--- src/rtl/scan_pkg.sv ---
`default_nettype none
// ============================================================================
// Module   : scan_pkg
// Purpose  : Shared definitions for the scan sequencer: FSM state encoding
//            and the dwell/blank counter width.
// Ports    : none (package)
// Revision : 1.0  initial release
// ============================================================================
package scan_pkg;

  // Width of the dwell/blank down-counter.
  localparam int CNT_W = 8;

  typedef enum logic [1:0] {
    IDLE  = 2'd0,
    BLANK = 2'd1,
    DWELL = 2'd2
  } state_t;

endpackage : scan_pkg
`default_nettype wire

--- src/rtl/next_line.sv ---
`default_nettype none
// ============================================================================
// Module   : next_line
// Purpose  : Combinational search for the next set mask bit strictly after
//            the current line index, wrapping 3 -> 0. If only the current
//            bit is set, the search wraps back onto the current index.
// Ports    : cur     [1:0] in   current line index
//            mask    [3:0] in   line enable mask
//            nxt     [1:0] out  next selected line index
//            found         out  mask has at least one bit set
//            wrapped       out  the search passed index 3 to reach nxt
// Revision : 1.0  initial release
// ============================================================================
module next_line (
  input  logic [1:0] cur,
  input  logic [3:0] mask,
  output logic [1:0] nxt,
  output logic       found,
  output logic       wrapped
);

  logic [2:0] sum;

  // Scan distances 4 down to 1 so the nearest candidate overwrites the
  // farther ones. Bit 2 of the sum marks that the search passed index 3.
  always_comb begin
    nxt     = cur;
    wrapped = 1'b0;
    found   = |mask;
    sum     = 3'd0;
    for (int k = 4; k >= 1; k--) begin
      sum = {1'b0, cur} + 3'(k);
      if (mask[sum[1:0]]) begin
        nxt     = sum[1:0];
        wrapped = sum[2];
      end
    end
  end

endmodule : next_line
`default_nettype wire

--- src/rtl/scan_sequencer.sv ---
`default_nettype none
// ============================================================================
// Module   : scan_sequencer
// Purpose  : Steps a downstream 2-to-4 decoder through the lines selected by
//            mask. Each line gets BLANK_CYC cycles with enable low (index
//            already presented) followed by DWELL_CYC cycles with enable
//            high. Continuous (mode=0) or single-pass (mode=1) operation.
// Ports    : clk            in   rising-edge clock
//            rst            in   synchronous active-high reset
//            start          in   start a scan when idle
//            stop           in   abort the scan at the next edge
//            mode           in   0 = continuous, 1 = single pass
//            mask     [3:0] in   bit i set = line i scanned
//            sel_a          out  line index MSB (decoder input A)
//            sel_b          out  line index LSB (decoder input B)
//            enable         out  decoder enable, high only in DWELL
//            busy           out  high in BLANK or DWELL
//            done           out  one-cycle pulse on normal completion
// Revision : 1.0  initial release
// ============================================================================
module scan_sequencer
  import scan_pkg::*;
#(
  parameter int DWELL_CYC = 4,
  parameter int BLANK_CYC = 1
) (
  input  logic       clk,
  input  logic       rst,
  input  logic       start,
  input  logic       stop,
  input  logic       mode,
  input  logic [3:0] mask,
  output logic       sel_a,
  output logic       sel_b,
  output logic       enable,
  output logic       busy,
  output logic       done
);

  // Counters count down to zero, so a state lasting N cycles loads N-1.
  localparam logic [CNT_W-1:0] DWELL_LOAD = CNT_W'(DWELL_CYC - 1);
  localparam logic [CNT_W-1:0] BLANK_LOAD =
    (BLANK_CYC > 0) ? CNT_W'(BLANK_CYC - 1) : '0;

  state_t           state;
  logic [CNT_W-1:0] cnt;
  logic [1:0]       idx;
  logic             mode_q;

  logic [1:0]       search_from;
  logic [1:0]       nxt;
  logic             found;
  logic             wrapped;

  // From IDLE, searching after index 3 yields the lowest set bit.
  assign search_from = (state == IDLE) ? 2'd3 : idx;

  next_line u_next_line (
    .cur     (search_from),
    .mask    (mask),
    .nxt     (nxt),
    .found   (found),
    .wrapped (wrapped)
  );

  // idx is a flop, so the select lines are registered outputs.
  assign sel_a = idx[1];
  assign sel_b = idx[0];

  always_ff @(posedge clk) begin
    if (rst) begin
      state  <= IDLE;
      cnt    <= '0;
      idx    <= 2'd0;
      mode_q <= 1'b0;
      enable <= 1'b0;
      busy   <= 1'b0;
      done   <= 1'b0;
    end else begin
      done <= 1'b0;
      unique case (state)
        IDLE: begin
          if (start && !stop) begin
            if (!found) begin
              done <= 1'b1;
            end else begin
              idx    <= nxt;
              mode_q <= mode;
              busy   <= 1'b1;
              if (BLANK_CYC == 0) begin
                state  <= DWELL;
                cnt    <= DWELL_LOAD;
                enable <= 1'b1;
              end else begin
                state  <= BLANK;
                cnt    <= BLANK_LOAD;
              end
            end
          end
        end

        BLANK: begin
          if (stop) begin
            state  <= IDLE;
            cnt    <= '0;
            enable <= 1'b0;
            busy   <= 1'b0;
          end else if (cnt == '0) begin
            state  <= DWELL;
            cnt    <= DWELL_LOAD;
            enable <= 1'b1;
          end else begin
            cnt <= cnt - 1'b1;
          end
        end

        DWELL: begin
          if (stop) begin
            state  <= IDLE;
            cnt    <= '0;
            enable <= 1'b0;
            busy   <= 1'b0;
          end else if (cnt == '0) begin
            // Line selection: the mask is only consulted here.
            if (!found || (mode_q && wrapped)) begin
              state  <= IDLE;
              cnt    <= '0;
              enable <= 1'b0;
              busy   <= 1'b0;
              done   <= 1'b1;
            end else begin
              idx <= nxt;
              if (BLANK_CYC == 0) begin
                // Re-enter DWELL directly; enable stays high with no gap.
                cnt <= DWELL_LOAD;
              end else begin
                state  <= BLANK;
                cnt    <= BLANK_LOAD;
                enable <= 1'b0;
              end
            end
          end else begin
            cnt <= cnt - 1'b1;
          end
        end

        default: begin
          state  <= IDLE;
          cnt    <= '0;
          enable <= 1'b0;
          busy   <= 1'b0;
        end
      endcase
    end
  end

endmodule : scan_sequencer
`default_nettype wire

--- config.mk ---
export PLATFORM = sky130hd
export DESIGN_NAME = scan_sequencer
export DESIGN_NICKNAME = d
export VERILOG_FILES = /design/src/rtl/scan_pkg.sv /design/src/rtl/next_line.sv /design/src/rtl/scan_sequencer.sv
export SDC_FILE = /design/constraint.sdc
export NUM_CORES = 1
export LEC_CHECK = 0
export CELL_PAD_IN_SITES_DETAIL_PLACEMENT = 0
export CELL_PAD_IN_SITES_GLOBAL_PLACEMENT = 1
export CORE_ASPECT_RATIO = 0.9
export CORE_UTILIZATION = 44
export CTS_BUF_LIST = sky130_fd_sc_hd__clkbuf_4
export DETAILED_ROUTE_END_ITERATION = 16
export PLACE_DENSITY = 0.84
export SYNTH_ARGS = -nofsm -noshare
export SYNTH_HDL_FRONTEND = slang
export SYNTH_SLANG_ARGS = --single-unit
--- constraint.sdc ---
create_clock -name clk -period 3.8 [get_ports clk]
set_input_delay 0.76 -clock clk [delete_from_list [all_inputs] [get_ports clk]]
set_output_delay 0.76 -clock clk [all_outputs]
set_load 0.02 [all_outputs]
==> results of run 1 <==
per-layer routing:
metal  GRT usage [%]  share of wire (%)  vias to the layer above
met2            33.7                 46                       33
li1                -                  -                      587
met5               0                  0                        -
met4            4.26               0.49                        0
met3            3.61                3.8                        2
met1            27.1                 50                      562
final cells by class:
type                    count  area [sq um]
clock inverters             1          3.75
multi-input cells         125           891
clock buffers               3          22.5
well taps                  40          50.0
inverters                   9          33.8
flip-flops and latches     16           320
fillers                   285          1330
repair buffers             14           138
kinds of logic (layout without fill, tap and decap cells):
| logic type | after synthesis | after routing |
|---|---|---|
| XOR/XNOR | 7 | 7 |
| buffers and inverters | 17 | 27 |
| adder cells (fa/ha/maj) | 7 | 7 |
| flip-flops | 16 | 16 |
| AND/OR/NAND/NOR | 65 | 65 |
| AO/OA/AOI/OAI | 37 | 37 |
| multiplexers | 9 | 9 |
power by group through the flow:
stage	combinational (mW)	clock, mW	sequential (mW)
3_5_place_dp	0.522	0	0.253
3_3_place_gp	0.522	0	0.251
4_1_cts	0.523	0.0958	0.249
2_1_floorplan	0.436	0	0.243
5_1_grt	0.584	0.103	0.256
6_report	0.527	0.0936	0.248
critical path: stages (launching register included):
cell	delay, ps
dfxtp_1	390
inv_1	80
ha_1	300
nor2_4	230
inv_1	110
ha_1	380
mux2i_1	270
mux2i_1	150
a211o_1	290
o221ai_2	280
a21oi_2	120
mux2_1	320
sequential cells by signal, indices dropped and copies added (netlist names):
name / count
enable: 1
done: 1
cnt: 8
mode_q: 1
busy: 1
state: 2
idx: 2
worst max-delay path by stage:
stage	from	to	slack, ps	depth (start not counted)
floorplan	state[0]	idx[1]	1080	12
global placement	state[0]	idx[1]	770	11
detailed placement	state[0]	idx[1]	780	11
CTS	state[0]	idx[1]	760	11
global route	state[0]	idx[1]	560	11
finish	state[0]	idx[1]	750	11
cell usage in the layout, fill, tap and decap left out, types with 2 or more instances in the layout:
master and count:
a21o_1 3, a21oi_1 9, a22oi_1 2, a31oi_1 2, clkbuf_4 3, clkdlybuf4s50_1 13, dfxtp_1 16, ha_1 7
inv_1 9, mux2i_1 7, nand2_1 10, nand2b_1 2, nand3_1 3, nand3b_1 5, nand4_1 3, nor2_1 24
nor3_1 6, nor4_1 2, o21ai_0 5, xor2_1 6
through the flow:
step | cells | cell area (sq um) | utilization (%)
floorplan | 158 | 1320 | -
global placement | 204 | 1430 | 51.3
detailed placement | 204 | 1430 | 51.3
CTS | 208 | 1460 | 52.2
global route | 208 | 1460 | 52.2
finish | 208 | 1460 | 52.2
==> results.yml, run 1 <==
hold_path:
  min-delay-start: "mode_q"
  min_path_cells: 2
  whs_endpoint: "mode_q"
  hold_path.class: "reg -> reg"
detailed_routing:
  routed_wl_um: 2870
  via_per_inst: 5.69
  ant_nets: 0
  dr_total_vias: 1184
  drtPass1Iterations: 6
  wl_per_cell_um: 13.8
  drt_iter0_drc: 76
  route.detailed.drc: 0
finish:
  area_growth_pct: 10.5
  n_antenna_cell: 0
  drive_above_1_share_pct: 10.7
  fin_nets: 185
timing:
  final_max_slew_viol_count: 0
  min_period_over_period_pct: 80.2
  timing.fmax_ghz: 0.328
  fin_ws_ps: 752
  hold_slack_ps: 496
  rsz0062_at_grt: "no"
  setup_tns_ps: 0
  tightest_slew_ps: 730
  clock_skew_ps: 4.00
  layout_min_cycle_time_ps: 3050
  relSlewSlack_pct: 50.9
  finalSetupViolations: 0
  finalHoldViolations: 0
synthesis:
  ys_ff_latch: 16
  synth_adder_area_share_pct: 6.64
  synth_compound_area_share_pct: 23.6
  post-synth-top-area-fraction_pct: 24.3
  synth-simple-area-share_pct: 25.6
  synth_area_per_cell_sq_um: 8.35
  async_flop_share_pct: 0
  synth_area_leaders: "dfxtp_1 (24%), nor2_1 (6.8%), ha_1 (6.6%)"
  synthesis.instances: 158
  synth.largest_area_cell: "dfxtp_1"
  synth_most_common_cell: "nor2_1"
  yosysSeqAreaShare_pct: 24.3
  synth-xor-area-share_pct: 4.64
  syn_area_sq_um: 1320
  synth_ff_type: "dfxtp_1"
  synth.net_count: 174
  yosys_warnings: 0
  synth_edf_count: 0
  muxShareOfSynthArea_pct: 7.01
  synth_top_family_by_area: "simple AND/OR/NAND/NOR gates"
  ys_top_cells_by_count: "nor2_1 (24), dfxtp_1 (16), nand2_1 (10)"
  synthDistinctLibCells: 52
worst_setup_path:
  worstReg2RegEnd: "idx[1]"
  endpoint_kind: "flop"
  worstPathRequired_ps: 3980
  reg2regPathDepth: 11
  arrival_ps: 3220
  reg2reg_slack_ps: 750
  crit_type: "reg -> reg"
  path_max_fanout: 7
  r2r_start: "state[0]"
  startpoint_type: "flop"
power:
  pwr-share-comb_pct: 60.7
  p_per_area_nw_per_um2: 596
  power_frac_clock_pct: 10.8
  swShare_pct: 46.3
  power.leakage_nw: 0.547
  power.total_mw: 0.869
  internal_power_mw: 0.467
  p_seq_share_pct: 28.5
  p_switching_mw: 0.402
  vdd_drop_max_v: 0.000269
die:
  coreArea_sq_um: 2790
  fp-row-count: 18
  die_w_um: 59.7
  die_h_um: 54.0
  start_util_pct: 47.3
  die_area_sq_um: 3220
  num_io_pins: 14
cts:
  clock_path_buffers: 2
  clkTransAtPathRegs_ps: 100
  cts.sinks: 16
  insertion_delay_ps: 290
  post_cts_buffers: 0
  cts_root_buf: "clkbuf_4"
  cts_resized: 0
  ctsHoldBuffers: 0
  cts_tree: "built"
  htree_levels: 1
  cts_buffers: 3
global_route:
  grt_overflow: 0
  grt_max_degree: 15
  grt_pass1_vias: 1126
  grt_pass1_wl_um: 4960
  antenna_found_initial: 0
  grt.total_usage_pct: 20.2
job:
  cap_violations: 0
run_status:
  outcome: "complete, no violations"
placed_design:
  pre_cts_slack_ps: 783
  io_buffers: 13
  dp_hpwl_um: 2200
  gp_congestion: 0.901
No activity file was read; power rests on OpenSTA's default activity.
==> run 2: changes to the inputs <==
--- a/config.mk
+++ b/config.mk
@@ -8,10 +8,10 @@
 export CELL_PAD_IN_SITES_DETAIL_PLACEMENT = 0
 export CELL_PAD_IN_SITES_GLOBAL_PLACEMENT = 1
 export CORE_ASPECT_RATIO = 0.9
-export CORE_UTILIZATION = 44
+export CORE_UTILIZATION = 40
 export CTS_BUF_LIST = sky130_fd_sc_hd__clkbuf_4
 export DETAILED_ROUTE_END_ITERATION = 16
-export PLACE_DENSITY = 0.84
+export PLACE_DENSITY = 0.8
 export SYNTH_ARGS = -nofsm -noshare
 export SYNTH_HDL_FRONTEND = slang
 export SYNTH_SLANG_ARGS = --single-unit
==> constraint.sdc (replaced) <==
create_clock -name clk -period 2.5 [get_ports clk]
set_input_delay 0.5 -clock clk [delete_from_list [all_inputs] [get_ports clk]]
set_output_delay 0.5 -clock clk [all_outputs]
set_load 0.02 [all_outputs]
==> results.yml, run 2 (same netlist as run 1, synthesis figures left out) <==
run_status:
  outcome: "finished, violations left"
  violations: "setup timing"
global_route:
  grt_overflow: 0
  grt_pass1_vias: 1180
  grt_pass1_wl_um: 5290
  grt_max_degree: 15
  antenna_found_initial: 0
  grt.total_usage_pct: 18.9
hold_path:
  min_path_cells: 2
  min-delay-start: "cnt[0]"
  hold_path.class: "reg -> reg"
  whs_endpoint: "cnt[0]"
worst_setup_path:
  reg2regPathDepth: 11
  crit_chain: "inv_2 -> ha_4 -> nor2_4 -> inv_2 -> ha_4 -> mux2i_4 -> mux2i_2 -> a211oi_2 -> o221ai_2 -> a21oi_2 -> mux2_4"
  cpPeakStageDelay_ps: 350
  crit_type: "reg -> reg"
  cp.depth: 11
  reg2reg_slack_ps: -80
  endpoint_kind: "flop"
  path_max_fanout: 4
  cp_top_family: "compound AO/OA/AOI/OAI gates"
  arrival_ps: 2780
  worstReg2RegEnd: "idx[1]"
  worst-path-buf-inv: 2
  r2r_start: "state[0]"
  worstPathRequired_ps: 2700
  startpoint_type: "flop"
  cp_slowest_cell: "dfxtp_2"
timing:
  layout_min_cycle_time_ps: 2580
  hold_slack_ps: 497
  min_period_over_period_pct: 103
  rsz0062_at_grt: "yes"
  final_max_slew_viol_count: 0
  timing.fmax_ghz: 0.387
  finalHoldViolations: 0
  tightest_slew_ps: 593
  clock_skew_ps: 1.46
  finalSetupViolations: 3
  fin_ws_ps: -82.5
  relSlewSlack_pct: 60.4
finish:
  largest_reg_flops: 8
  final_common_cell: "buf_4"
  ff_latch_area_sq_um: 323
  final_core_util_pct: 55.6
  n_antenna_cell: 0
  largestRegisters: "cnt x8, idx x2, state x2"
  multiInputGateArea_sq_um: 973
  fill_cells: 280
  final_cell_mix: "buf_4 (24), nor2_1 (23), dfxtp_1 (14)"
  drive_above_1_share_pct: 29.8
  fin_nets: 208
  top_register: "cnt"
  area_growth_pct: 30.2
power:
  vdd_drop_max_v: 0.000569
  power.total_mw: 1.62
  p_per_area_nw_per_um2: 942
  power.leakage_nw: 0.673
detailed_routing:
  ant_nets: 0
  route.detailed.drc: 0
  drt_iter0_drc: 48
  drtPass1Iterations: 4
  dr_total_vias: 1274
  via_per_inst: 5.47
  wl_per_cell_um: 14.4
  routed_wl_um: 3350
die:
  start_util_pct: 42.7
  coreArea_sq_um: 3090
  die_area_sq_um: 3530
  fp-row-count: 19
  die_h_um: 56.5
  die_w_um: 62.6
  num_io_pins: 14
cts:
  cts_tree: "built"
  clock_path_buffers: 2
  cts_buffers: 3
  ctsHoldBuffers: 0
  cts.sinks: 16
  htree_levels: 1
  insertion_delay_ps: 300
  clkTransAtPathRegs_ps: 100
  cts_root_buf: "clkbuf_4"
placed_design:
  io_buffers: 13
  gp_congestion: 0.869
  dp_hpwl_um: 2340
  pre_cts_slack_ps: -74.1
job:
  cap_violations: 0
## run 2: changes by cell type in the layout (fill, tap and decap cells not counted), moves of 3 or more
cell,delta
buf_4,+23
inv_1,-4
inv_2,+4
mux2i_1,-3
## run 2: area by class of cell
class / count / share of cell area (%)
multi-input cells: 125 / 56.6
flip-flops and latches: 16 / 18.8
repair buffers: 37 / 18.0
well taps: 42 / 3.06
inverters: 9 / 1.97
clock buffers: 3 / 1.31
clock inverters: 1 / 0.218
## run 2: power breakdown
group	switching (mW)	total, mW	internal, mW
clock network	0.0887	0.147	0.0582
logic	0.575	1.12	0.541
registers	0.0469	0.356	0.309
## run 2: repair_timing
| action | CTS | global route |
|---|---|---|
| endpoints found under the setup margin | 4 | 5 |
| pin swaps | 1 | 11 |
| buffers inserted | 0 | 5 |
| gates resized for setup | 4 | 8 |
## run 2: routing by layer
metal / wire length, um / vias up / GRT usage [%]
met1: 1450 / 579 / 24.9
met3: 255 / 14 / 4.47
li1: - / 631 / -
met2: 1520 / 50 / 30.0
met4: 127 / 0 / 6.98
met5: 0 / - / 0
## run 2: worst max-delay path by stage
stage | start | to
after floorplan | state[0] | idx[1]
after global placement | mask[2] | busy
after detailed placement | mask[2] | busy
after CTS | state[1] | state[0]
after global routing | state[1] | idx[1]
final | state[0] | idx[1]
## run 2: worst register-to-register path, stage by stage, from the launching register on
cell and delay, ps:
dfxtp_2 350, inv_2 50, ha_4 180, nor2_4 110
inv_2 70, ha_4 320, mux2i_4 250, mux2i_2 110
a211oi_2 310, o221ai_2 190, a21oi_2 230, mux2_4 310
## run 2: metrics by stage
step                      setup TNS [ps]  instances  cell area (sq um)
after floorplan                    -21.1        158               1350
after global routing                -443        233               1720
after global placement              -137        224               1600
after CTS                              0        228               1640
final                               -178        233               1720
after detailed placement            -248        224               1600
==> run 3: changes to the inputs <==
--- a/config.mk
+++ b/config.mk
@@ -12,6 +12,7 @@
 export CTS_BUF_LIST = sky130_fd_sc_hd__clkbuf_4
 export DETAILED_ROUTE_END_ITERATION = 16
 export PLACE_DENSITY = 0.8
+export SKIP_LAST_GASP = 1
 export SYNTH_ARGS = -nofsm -noshare
 export SYNTH_HDL_FRONTEND = slang
 export SYNTH_SLANG_ARGS = --single-unit
==> results of run 3 <==
Final layout, timing and power as in run 2 (identical DEF).
